## src/rtl/rr_arbiter_4.sv

```systemverilog
// Four-requester round-robin arbiter with a bounded hold time.
// Produces a registered grant index, its valid flag and the matching one-hot grant vector.
module rr_arbiter_4 #(
    parameter int MAX_HOLD = 8
) (
    input  logic       clk,
    input  logic       rst_n,
    input  logic [3:0] req,
    output logic [3:0] grant,
    output logic [1:0] grant_id,
    output logic       grant_valid
);

    localparam int            CW      = $clog2(MAX_HOLD);
    localparam logic [CW-1:0] CNT_MAX = CW'(MAX_HOLD - 1);

    typedef enum logic {
        IDLE,
        BUSY
    } state_t;

    state_t        state_q, state_d;
    logic [1:0]    id_q, id_d;
    logic [1:0]    ptr_q, ptr_d;
    logic [CW-1:0] cnt_q, cnt_d;
    logic [3:0]    others;
    logic [3:0]    pick_mask;
    logic [1:0]    winner;

    // First set bit of mask, scanning upward from p with wrap-around.
    function automatic logic [1:0] pick(input logic [3:0] mask, input logic [1:0] p);
        logic [1:0] idx;
        logic [1:0] result;
        logic       found;
        result = p;
        found  = 1'b0;
        for (int i = 0; i < 4; i++) begin
            idx = p + 2'(i);
            if (!found && mask[idx]) begin
                result = idx;
                found  = 1'b1;
            end
        end
        return result;
    endfunction

    always_comb begin
        state_d   = state_q;
        id_d      = id_q;
        ptr_d     = ptr_q;
        cnt_d     = cnt_q;
        others    = req & ~(4'b0001 << id_q);
        pick_mask = (state_q == BUSY) ? others : req;
        winner    = pick(pick_mask, ptr_q);

        case (state_q)
            IDLE: begin
                if (req != 4'b0000) begin
                    state_d = BUSY;
                    id_d    = winner;
                    cnt_d   = '0;
                    ptr_d   = winner + 2'd1;
                end
            end
            BUSY: begin
                // Counter saturates so a solo holder can keep the grant forever.
                if (req[id_q] && (cnt_q != CNT_MAX || others == 4'b0000)) begin
                    if (cnt_q != CNT_MAX) begin
                        cnt_d = cnt_q + CW'(1);
                    end
                end else if (others != 4'b0000) begin
                    id_d  = winner;
                    cnt_d = '0;
                    ptr_d = winner + 2'd1;
                end else begin
                    state_d = IDLE;
                end
            end
            default: begin
                state_d = IDLE;
            end
        endcase
    end

    always_ff @(posedge clk or negedge rst_n) begin
        if (!rst_n) begin
            state_q <= IDLE;
            id_q    <= 2'd0;
            ptr_q   <= 2'd0;
            cnt_q   <= '0;
        end else begin
            state_q <= state_d;
            id_q    <= id_d;
            ptr_q   <= ptr_d;
            cnt_q   <= cnt_d;
        end
    end

    assign grant_valid = (state_q == BUSY);
    assign grant_id    = id_q;
    assign grant       = grant_valid ? (4'b0001 << id_q) : 4'b0000;

endmodule

```

## config.mk

```make
export PLATFORM = sky130hd
export DESIGN_NAME = rr_arbiter_4
export DESIGN_NICKNAME = d
export VERILOG_FILES = /design/src/rtl/rr_arbiter_4.sv
export SDC_FILE = /design/constraint.sdc
export NUM_CORES = 1
export LEC_CHECK = 0
export ABC_CLOCK_PERIOD_IN_PS = 2600
export CAP_MARGIN = 20
export CORE_MARGIN = 2
export CORE_UTILIZATION = 45
export CTS_CLUSTER_SIZE = 8
export DETAILED_ROUTE_END_ITERATION = 6
export PLACE_DENSITY = 0.71
export SYNTH_ARGS = -nofsm -noshare
export SYNTH_HDL_FRONTEND = slang
export SYNTH_SLANG_ARGS = --single-unit
```

## constraint.sdc

```tcl
create_clock -name clk -period 2.6 [get_ports clk]
set_clock_uncertainty 0.15 [all_clocks]
set_input_delay 0.52 -clock clk [delete_from_list [all_inputs] [get_ports clk]]
set_output_delay 0.52 -clock clk [all_outputs]
set_load 0.05 [all_outputs]
```

Yosys cells after proc, flatten, opt, wreduce, memory -nomap -nowiden
Cells that the tools add are included.

storage, ports and cells
  memory bits (writable) = 0
  bits in latches = 0
  memories = 0
  output and inout bits = 7
  ROM bits = 0
  register bits = 8
  input bits = 6
  word-level logic and storage cells = 72

cells by class
  order comparisons = 5
  reductions and logical operators = 13
  bitwise logic cells = 3
  div/mod/pow operators = 0
  add/sub/neg operators = 5
  shift-type cells = 1
  equality and inequality tests = 6
  $mul = 0
  mux-type cells = 35

operators by type and width
  kind                   count
  $mux W2                9
  $lt A2 B3 Y1 const B   5
  $mux W3                4
  $mux W1                11
  $bmux W1 S2            5
  $mux W4                2
  $pmux W2 S2            2
  $reduce_bool A4 Y1     2
  $ne A3 B3 Y1 const B   2
  $pmux W3 S2            1
  $reduce_and A3 Y1      2
  $add A2 B1 Y2 const B  2
  $add A2 B2 Y2 const B  2
  $and A4 B4 Y4          1
  $logic_and A1 B1 Y1    4
  $logic_not A4 Y1       1
  $ne A2 B2 Y1 const B   2
  $not A4 Y4             1
  $shl A1 B2 Y4 const A  1
  $add A3 B1 Y3 const B  1
  $logic_not A1 Y1       3
  $ne A3 B1 Y1 const B   1
  $ne A2 B1 Y1 const B   1
  $pmux W1 S2            1
  2 further kinds        2

Depth between registers and ports, before layout
Gate-level depths: netlist (run 1).

  word-level depth = 20
  depth in mapped cells = 7
  mapped depth without buffers = 7

Worst setup path before layout (run 1)
OpenSTA, ideal clock, no wires.

  path type = flip-flop to flip-flop
  from = register state_q (netlist: grant_valid)
  to = register ptr_q[1]
  library setup time = 0.076 ns
  path buffers = 0
  clock period less this slack = 2.594 ns
  cell stages (with the launch flop) = 7
  required time = 2.374 ns
  arrival time = 2.368 ns
  setup slack = 0.006 ns
  cells stage by stage = dfrtp_1 > or2b_2 > nor2_1 > or4_1 > nand4_1 > xor2_1 > o21ai_1

on the way
  word-level cells in the longest chain between the ends = 17
  elaborated cells on any way between the ends = 31
  those cells by class = 1 x add/sub; 3 x eq/ne; 19 x mux; 1 x bitwise; 7 x reduce/logical

RTL lines
  item                           line    source
  from (decl)                    22      state_t state_q, state_d;
  from (signal assigned)         92      state_q <= state_d;
  $mux W4                        53      pick_mask = (state_q == BUSY) ? others : req;
  $bmux W1 S2                    39      if (!found && mask[idx]) begin
  $mux W1 (implied by the code)  39
  $mux W1                        39
  $logic_not A1 Y1               39
  $logic_and A1 B1 Y1            39
  $mux W1                        39
  $logic_not A1 Y1               39
  $logic_and A1 B1 Y1            39
  $mux W1                        39
  $logic_not A1 Y1               39
  $logic_and A1 B1 Y1            39
  $mux W2                        39
  $add A2 B1 Y2                  62, 74
  $mux W2                        71      end else if (others != 4'b0000) begin
  $mux W2                        67      if (req[id_q] && (cnt_q != CNT_MAX || others == 4'b0000)) begin
  $pmux W2 S2                    56      case (state_q)
  to (signal assigned)           94      ptr_q <= ptr_d;
  to (decl)                      24      logic [1:0] ptr_q, ptr_d;

Parallel ways exist; a longest one is shown, timed or not. The select of a mux whose other input is x is not followed.
A chain may end at the register's enable or synchronous reset.

Final worst setup path (run 1)
  from = register state_q (netlist: grant_valid)
  to = output port grant[3]

on the way
  word-level cells in the longest chain between the ends = 1

RTL lines
  item       line  source
  $mux W4    101   assign grant = grant_valid ? (4'b0001 << id_q) : 4'b0000;
  to (decl)  9     output logic [3:0] grant,

Every way passes these cells.

==> run_results.csv, run 1 <==
group,metric,value,unit
setup_path,cp.buffers_inverters,1,
setup_path,crit_slowest_cell,"clkdlybuf4s50_1",
synth,ys_ff_latch,8,
clocking,max-clock-path-buffers,2,
placed_design,dp_hpwl,1000,um
floorplanning,initial_core_util,48.7,%
power_and_ir_drop,comb_power_share,71.1,%
synth,netlist_instances,69,
setup_path,max_stage_delay,810,ps
floorplanning,die_h,41.8,um
global_routing,grt_pass1_vias,470,
synth,yosys.area.top_type,"dfrtp_1",
setup_path,critPathCaptureType,"output port",
power_and_ir_drop,power_density,1460,mW/mm^2
power_and_ir_drop,netSwitchingFraction,49.8,%
synth,netlist_top_cells_area,"dfrtp_1, a22o_1, a21oi_1",
floorplanning,fp.coreArea,0.00132,sq mm
drt,num_vias,552,
layout,regArea,200,sq um
layout,stdcell_count,99,
floorplanning,placementRows,13,
power_and_ir_drop,leakage,0.357,nW
placed_design,dp_worst_setup_slack,115,ps
power_and_ir_drop,ir_drop,686,uV
timing,fmax,0.404,GHz
setup_path,critPathKind,"reg2out",
clocking,cts_resized,0,
synth,yosys_warnings,0,
synth,synth-main-ff-cell,"dfrtp_1",
layout,final_nets,94,
layout,syn2layout_area_growth,23.8,%
layout,antenna_cells,0,
placed_design,portBuffers,12,
global_routing,gr-usage-all-layers,16.7,%
timing,layout_setup_ws,126,ps
synth,synth_most_common_cell,"dfrtp_1",
layout,layout-drive-gt1-share,22.6,%
timing,min_period,2470,ps
synth,synth_top_area_share,31.2,%
synth,async_flop_share,100,%
clocking,h-tree-depth,1,
drt,drc,0,
clocking,clk_latency,240,ps
clocking,clk_pin_slew_worst_paths,50,ps
timing,worst_slew_pin_slew,493,ps
timing,hold_ws,352,ps
synth,avgSynthCellArea,9.30,sq um
setup_path,cp_data_arrival_time,1800,ps
power_and_ir_drop,fin_total_pwr,1.16,mW
placed_design,dp_cells,96,
clocking,root_buffer,"clkbuf_4",
synth,synth_common_cells,"dfrtp_1, a21oi_1, nand2_1, nor2_1",
placed_design,routabilityCongestion,0.804,
clocking,post_cts.repair.setup_buffers,0,
synth,ys_types,42,
drt,first_pass_iters,4,
drt,drt-vias-per-instance,5.58,
global_routing,grt_max_degree,11,
timing,tns,0,ps
job,maxCapViolCount,0,
drt,drtIter0Drc,6,
clocking,cts.sinks,8,
timing,grt_setup_unrepaired,"no",
setup_path,required,1930,ps
layout,fillers,113,
timing,drv_slew,0,
outcome,status,"complete, no violations",
timing,maxSlewHeadroom,67.0,%
power_and_ir_drop,pwr-share-seq,21.1,%
global_routing,antenna_found_initial,0,
synth,seq_area_frac_synth,31.2,%
timing,period_share,95.2,%
drt,wirelength,1320,um
power_and_ir_drop,p_sw,0.577,mW
power_and_ir_drop,p_clk_share,7.8,%
floorplanning,die_area,0.00174,sq mm
synth,synth_area,642,sq um
layout,multi_input_area,414,sq um
setup_path,cp_max_fo,9,
power_and_ir_drop,internal_power,0.581,mW
timing,setup_viol_count_final,0,
clocking,cts_inserted_buffers,3,
setup_path,path_cells,"and3_1 > clkdlybuf4s50_1",
clocking,cts_tree,"done",
setup_path,cp-start-kind,"flip-flop",
synth,syn_nets,77,
worst_hold_path,hp-class,"reg2reg",
drt,ant_nets,0,
global_routing,grt_overflow,0,
global_routing,grt_pass1_wl,2230,um
floorplanning,pin_count,13,
clocking,cts_hold_buffers,0,
synth,synth_edf_count,0,
setup_path,critPathTopFamily,"buffers and inverters",
floorplanning,die_x,41.8,um
timing,hold_violations,0,
drt,drt-wirelength-per-cell,13.3,um
metrics by stage:
step | util, % | instance area (sq um)
after floorplan | - | 642
after global placement | 58.6 | 772
after detailed placement | 58.6 | 772
after CTS | 60.3 | 795
after global routing | 60.3 | 795
final | 60.3 | 795
cells by family (layout without fill, tap and decap cells):
family                   count (synthesis)  count (layout)  synth area share [%]
flip-flops                               8               8                  31.2
XOR/XNOR                                 2               2                  2.73
buffers and inverters                    5              20                  4.29
AND/OR/NAND/NOR                         28              28                  27.5
adder cells (fa/ha/maj)                  2               2                  3.90
AO/OA/AOI/OAI                           20              20                  21.8
multiplexers                             4               4                  8.58
per-layer routing:
metal	vias up	GRT usage, %	part of all wire (%)
li1	287	-	-
met1	245	26.4	51
met2	18	20.3	42
met3	2	3.04	6.0
met4	0	9.68	1.1
met5	-	0	0
worst register-to-register path, stage by stage (launching register included):
cell and delay, ps:
dfrtp_1 400, buf_4 180, nand3b_1 200, and2_1 200
o32ai_1 260, o22a_1 220, xor2_1 150, o21ai_1 70
placed cells by master, fill, tap and decap left out, drive strengths merged, types with 3 or more instances in the layout:
cell type	Yosys	routed
a21oi	5	5
clkdlybuf4s50	0	9
o21ai	3	3
nand2	5	5
dfrtp	8	8
inv	3	3
nor2	7	7
clkbuf	0	3
a22o	3	3
buf	2	5
final cells by class:
type	count	area share [%]
multi-input combinational	56	52.1
sequential	8	25.2
timing repair buffer	14	16.1
clock buffer	3	2.83
tap	15	2.36
inverter	3	1.42
flip-flops by register name, indices dropped and copies added, names as in the netlist:
signal,cells
cnt_q,3
grant_id,2
grant_valid,1
ptr_q,2
path summary, 6_finish.rpt:
| check | end | depth (start not counted) | slack, ps | from |
|---|---|---|---|---|
| worst max-delay path | grant[3] | 2 | 130 | grant_valid$_DFF_PN0_ |
| worst min-delay path | cnt_q[1]$_DFFE_PN0P_ | 1 | 350 | cnt_q[1]$_DFFE_PN0P_ |
| worst max register to register | ptr_q[1]$_DFFE_PN0P_ | 7 | 650 | grant_id[0]$_DFFE_PN0P_ |
| worst min register to register | cnt_q[1]$_DFFE_PN0P_ | 1 | 350 | cnt_q[1]$_DFFE_PN0P_ |
| max in group asynchronous | ptr_q[1]$_DFFE_PN0P_ | 1 | 1630 | rst_n |
| min in group asynchronous | grant_valid$_DFF_PN0_ | 1 | 410 | rst_n |
power groups by stage:
stage	Clock (mW)	Combinational [mW]	Sequential [mW]
after detailed placement	0	0.823	0.246
after CTS	0.0975	0.828	0.244
after floorplan	0	0.590	0.289
after global placement	0	0.824	0.247
after global routing	0.106	0.894	0.252
final	0.0906	0.823	0.244
Note: power is estimated with default switching activity, not from simulation.
==> run 2: changes to the inputs <==
Settings changed: SETUP_SLACK_MARGIN set to 0.2, SKIP_CTS_REPAIR_TIMING set to 1.
==> run 2 against run 1 <==
Sequential power rose by 14%; first-iteration DRC count rose by 100%; via count rose by 4.3%; critical path type unchanged; largest power group unchanged.
==> run_results.csv, run 2 (synthesis results as in run 1) <==
group,metric,value,unit
setup_path,critPathCaptureType,"output port",
power_and_ir_drop,internal_power,0.560,mW
timing,drv_slew,0,
timing,maxSlewHeadroom,66.5,%
floorplanning,placementRows,13,
worst_hold_path,hp-class,"reg2reg",
placed_design,portBuffers,12,
global_routing,grt_overflow,0,
clocking,max-clock-path-buffers,2,
layout,final_common_cell,"dfrtp_1",
setup_path,critPathKind,"reg2out",
power_and_ir_drop,ir_drop,731,uV
power_and_ir_drop,p_sw,0.580,mW
timing,worst_slew_pin_slew,501,ps
timing,min_period,2280,ps
setup_path,cp_data_arrival_time,1610,ps
job,maxCapViolCount,0,
placed_design,dp_hpwl,1040,um
drt,ant_nets,0,
layout,antenna_cells,0,
outcome,status,"complete, no violations",
clocking,cts_tree,"done",
setup_path,path_cells,"clkdlybuf4s50_1",
layout,fillers,116,
setup_path,cp-start-kind,"flip-flop",
clocking,cts_inserted_buffers,3,
placed_design,place_area,764,sq um
floorplanning,fp.coreArea,0.00132,sq mm
clocking,clk_latency,250,ps
setup_path,cp_max_fo,9,
layout,regMostFlops,"cnt_q",
drt,wirelength,1340,um
drt,num_vias,576,
floorplanning,initial_core_util,48.7,%
global_routing,antenna_found_initial,0,
clocking,h-tree-depth,1,
power_and_ir_drop,pwr-share-seq,24.3,%
power_and_ir_drop,netSwitchingFraction,50.9,%
timing,period_share,87.6,%
layout,finalInstanceArea,790,sq um
global_routing,grt_max_degree,11,
setup_path,critPathTopFamily,"buffers and inverters",
layout,syn2layout_area_growth,23.0,%
layout,largest_reg_flops,3,
global_routing,grt_pass1_vias,525,
power_and_ir_drop,leakage,0.361,nW
layout,stdcell_count,98,
drt,drc,0,
drt,first_pass_iters,4,
setup_path,cp.buffers_inverters,1,
floorplanning,die_h,41.8,um
setup_path,crit_slowest_cell,"clkdlybuf4s50_1",
layout,layout-drive-gt1-share,24.1,%
floorplanning,pin_count,13,
setup_path,required,1930,ps
power_and_ir_drop,comb_power_share,67.9,%
placed_design,dp_cells,95,
clocking,root_buffer,"clkbuf_4",
floorplanning,die_x,41.8,um
setup_path,max_stage_delay,860,ps
timing,hold_violations,0,
power_and_ir_drop,power_density,1440,mW/mm^2
global_routing,grt_pass1_wl,2330,um
clocking,cts.sinks,8,
power_and_ir_drop,p_clk_share,7.8,%
drt,drt-wirelength-per-cell,13.7,um
placed_design,routabilityCongestion,0.776,
clocking,clk_pin_slew_worst_paths,50,ps
timing,setup_viol_count_final,0,
layout,final_nets,93,
timing,grt_setup_unrepaired,"no",
timing,tns,0,ps
drt,drt-vias-per-instance,5.88,
floorplanning,die_area,0.00174,sq mm
layout,mostFrequentLayoutCells,"dfrtp_1, clkdlybuf4s50_1, a21oi_1, nand2_1, buf_4",
timing,fmax,0.439,GHz
drt,drtIter0Drc,12,
global_routing,gr-usage-all-layers,17.4,%
[run 2: cell type report]
cell class	count	area [sq um]	share of cell area [%]
clock buffers	3	22.5	2.85
multi-input cells	56	417	52.8
flip-flops and latches	8	200	25.4
repair buffers	13	120	15.2
well taps	15	18.8	2.38
inverters	3	11.3	1.43
[run 2: layer usage]
layer,vias to the layer above,track usage [%],wire length (um)
met4,0,9.68,34
met5,-,0,0
met1,263,24.0,636
met2,19,25.6,577
li1,290,-,-
met3,4,3.04,91
[run 2: path summary, 6_finish.rpt]
| path | start | endpoint | cells after the start | slack [ps] |
|---|---|---|---|---|
| max | grant_valid$_DFF_PN0_ | grant_valid | 1 | 320 |
| min | cnt_q[1]$_DFFE_PN0P_ | cnt_q[1]$_DFFE_PN0P_ | 1 | 350 |
| max reg2reg | grant_id[0]$_DFFE_PN0P_ | ptr_q[0]$_DFFE_PN0P_ | 6 | 650 |
| min reg2reg | cnt_q[1]$_DFFE_PN0P_ | cnt_q[1]$_DFFE_PN0P_ | 1 | 350 |
| max in group asynchronous | rst_n | ptr_q[0]$_DFFE_PN0P_ | 1 | 1650 |
| min in group asynchronous | rst_n | cnt_q[2]$_DFFE_PN0P_ | 1 | 390 |
[run 2: through the flow]
step	total power, mW	worst slack (ps)	util [%]	hold WS (ps)
floorplan	0.885	194	-	74.4
global placement	1.04	149	58.0	343
detailed placement	1.05	93.6	58.0	342
CTS	1.15	248	59.7	354
global route	1.23	234	59.9	383
finish	1.14	323	59.9	347
[run 2: power groups by stage]
stage	clock network, mW	logic (mW)	registers (mW)
floorplan	0	0.595	0.289
global placement	0	0.770	0.275
detailed placement	0	0.774	0.277
CTS	0.0942	0.778	0.275
global route	0.105	0.841	0.289
finish	0.0893	0.774	0.277
==> run 3: changes to the inputs <==
Settings changed: REMOVE_ABC_BUFFERS set to 1.
==> run 3 against run 2 <==
Sequential power is essentially flat; die area is the same; combinational power grew 2%; register-to-register slack is essentially flat; power grew 1.2%; wire length grew 2.2%; cell area shrank 0.16%; non-clock buffer count shrank 1; cell count shrank 1.0%; first-iteration DRC count shrank 17%; critical path depth is the same; critical endpoint is now grant_id[0]; largest cell class unchanged; largest power group unchanged.
==> run_results.csv, run 3 (synthesis results as in run 1) <==
group,metric,value,unit
outcome,status,"complete, no violations",
setup_path,critPathCaptureType,"output port",
clocking,cts.sinks,8,
power_and_ir_drop,fin_total_pwr,1.15,mW
clocking,cts_inserted_buffers,3,
worst_hold_path,min_path_cells,1,
power_and_ir_drop,p_sw,0.593,mW
timing,min_period,2330,ps
layout,fin_util,59.8,%
timing,layout_setup_ws,272,ps
global_routing,grt_pass1_vias,523,
floorplanning,die_h,41.8,um
setup_path,worstReg2RegStart,"grant_id[0]$_DFFE_PN0P_",
layout,fillers,120,
power_and_ir_drop,comb_power_share,68.3,%
drt,ant_nets,0,
floorplanning,die_area,0.00174,sq mm
drt,drtIter0Drc,10,
global_routing,grt_overflow,0,
timing,grt_setup_unrepaired,"no",
global_routing,gr-usage-all-layers,16.1,%
worst_hold_path,min_to,"cnt_q[1]$_DFFE_PN0P_",
timing,worst_slew_pin_slew,498,ps
clocking,clk_pin_slew_worst_paths,50,ps
drt,drc,0,
layout,regMostFlops,"cnt_q",
clocking,max-clock-path-buffers,2,
setup_path,worstRegToRegCells,6,
layout,antenna_cells,0,
layout,final_nets,92,
power_and_ir_drop,power_density,1460,mW/mm^2
setup_path,critPathKind,"reg2out",
drt,first_pass_iters,4,
power_and_ir_drop,netSwitchingFraction,51.4,%
drt,wirelength,1370,um
global_routing,antenna_found_initial,0,
setup_path,path_cells,"clkdlybuf4s50_1",
power_and_ir_drop,internal_power,0.561,mW
floorplanning,placementRows,13,
timing,setup_viol_count_final,0,
power_and_ir_drop,pwr-share-seq,23.8,%
layout,mostFrequentLayoutCells,"dfrtp_1, clkdlybuf4s50_1, nor2_1, a21oi_1, nand2_1",
floorplanning,fp.coreArea,0.00132,sq mm
clocking,cts_tree,"done",
power_and_ir_drop,leakage,0.363,nW
timing,hold_violations,0,
clocking,clk_latency,250,ps
placed_design,routabilityCongestion,0.823,
setup_path,crit_slowest_cell,"clkdlybuf4s50_1",
power_and_ir_drop,ir_drop,677,uV
worst_hold_path,hp-class,"reg2reg",
setup_path,rr_endpoint,"grant_id[0]$_DFFE_PN0P_",
setup_path,cp_max_fo,10,
floorplanning,die_x,41.8,um
setup_path,cp.buffers_inverters,1,
placed_design,dp_worst_setup_slack,58.0,ps
setup_path,max_stage_delay,880,ps
setup_path,rrSetupSlack,650,ps
timing,tns,0,ps
placed_design,portBuffers,12,
drt,drt-vias-per-instance,6.06,
worst_hold_path,hold_start,"cnt_q[1]$_DFFE_PN0P_",
drt,drt-wirelength-per-cell,14.1,um
layout,layout-drive-gt1-share,22.0,%
clocking,root_buffer,"clkbuf_4",
floorplanning,initial_core_util,48.7,%
floorplanning,pin_count,13,
setup_path,cp-start-kind,"flip-flop",
timing,period_share,89.5,%
timing,drv_slew,0,
setup_path,cp_data_arrival_time,1660,ps
global_routing,grt_pass1_wl,2210,um
global_routing,grt_max_degree,11,
setup_path,critPathTopFamily,"buffers and inverters",
clocking,h-tree-depth,1,
job,maxCapViolCount,0,
drt,num_vias,588,
timing,fmax,0.430,GHz
power_and_ir_drop,p_clk_share,8.0,%
layout,largest_reg_flops,3,
placed_design,dp_hpwl,1040,um
timing,maxSlewHeadroom,66.7,%
setup_path,required,1930,ps
layout,syn2layout_area_growth,22.8,%
[run 3: changes by cell type in the layout (fill, tap and decap cells not counted)]
cell             previous run  this run
clkdlybuf4s50_1             7         8
o22ai_2                     0         1
nor2_1                      4         5
buf_4                       5         3
nor2_2                      3         2
o22ai_1                     1         0
[run 3: worst max path at each step]
stage | from | to | slack (ps) | cells past startpoint
after floorplan | grant_valid$_DFF_PN0_ | ptr_q[1]$_DFFE_PN0P_ | 6 | 6
after global placement | req[0] | ptr_q[0]$_DFFE_PN0P_ | 120 | 7
after detailed placement | req[0] | ptr_q[0]$_DFFE_PN0P_ | 60 | 7
after CTS | grant_id[0]$_DFFE_PN0P_ | grant[3] | 100 | 2
after global routing | grant_id[0]$_DFFE_PN0P_ | grant_id[0] | 210 | 1
final | grant_id[0]$_DFFE_PN0P_ | grant_id[0] | 270 | 1
[run 3: layout make-up]
type,instances,area [sq um],share of cell area (%)
clock buffer,3,22.5,2.86
sequential,8,200,25.4
tap,15,18.8,2.38
timing repair buffer,12,115,14.6
multi-input combinational,56,420,53.3
inverter,3,11.3,1.43
[run 3: per-layer routing]
| layer | GRT usage, % | routed length (um) | vias to the layer above |
|---|---|---|---|
| met1 | 21.6 | 656 | 288 |
| met4 | 5.81 | 0 | 0 |
| met5 | 0 | 0 | - |
| li1 | - | - | 283 |
| met3 | 3.48 | 69 | 0 |
| met2 | 25.3 | 643 | 17 |
[run 3: power by group through the flow]
stage	Combinational [mW]	Sequential, mW	Clock (mW)
floorplan	0.539	0.317	0
global placement	0.767	0.272	0
detailed placement	0.779	0.274	0
CTS	0.785	0.272	0.0984
global route	0.842	0.287	0.105
finish	0.788	0.274	0.0918
[run 3: through the flow]
step	hold slack, ps	instances	cell area [sq um]
final	361	97	788
after global routing	376	97	788
after floorplan	74.4	67	626
after global placement	344	94	757
after CTS	365	97	779
after detailed placement	344	94	757
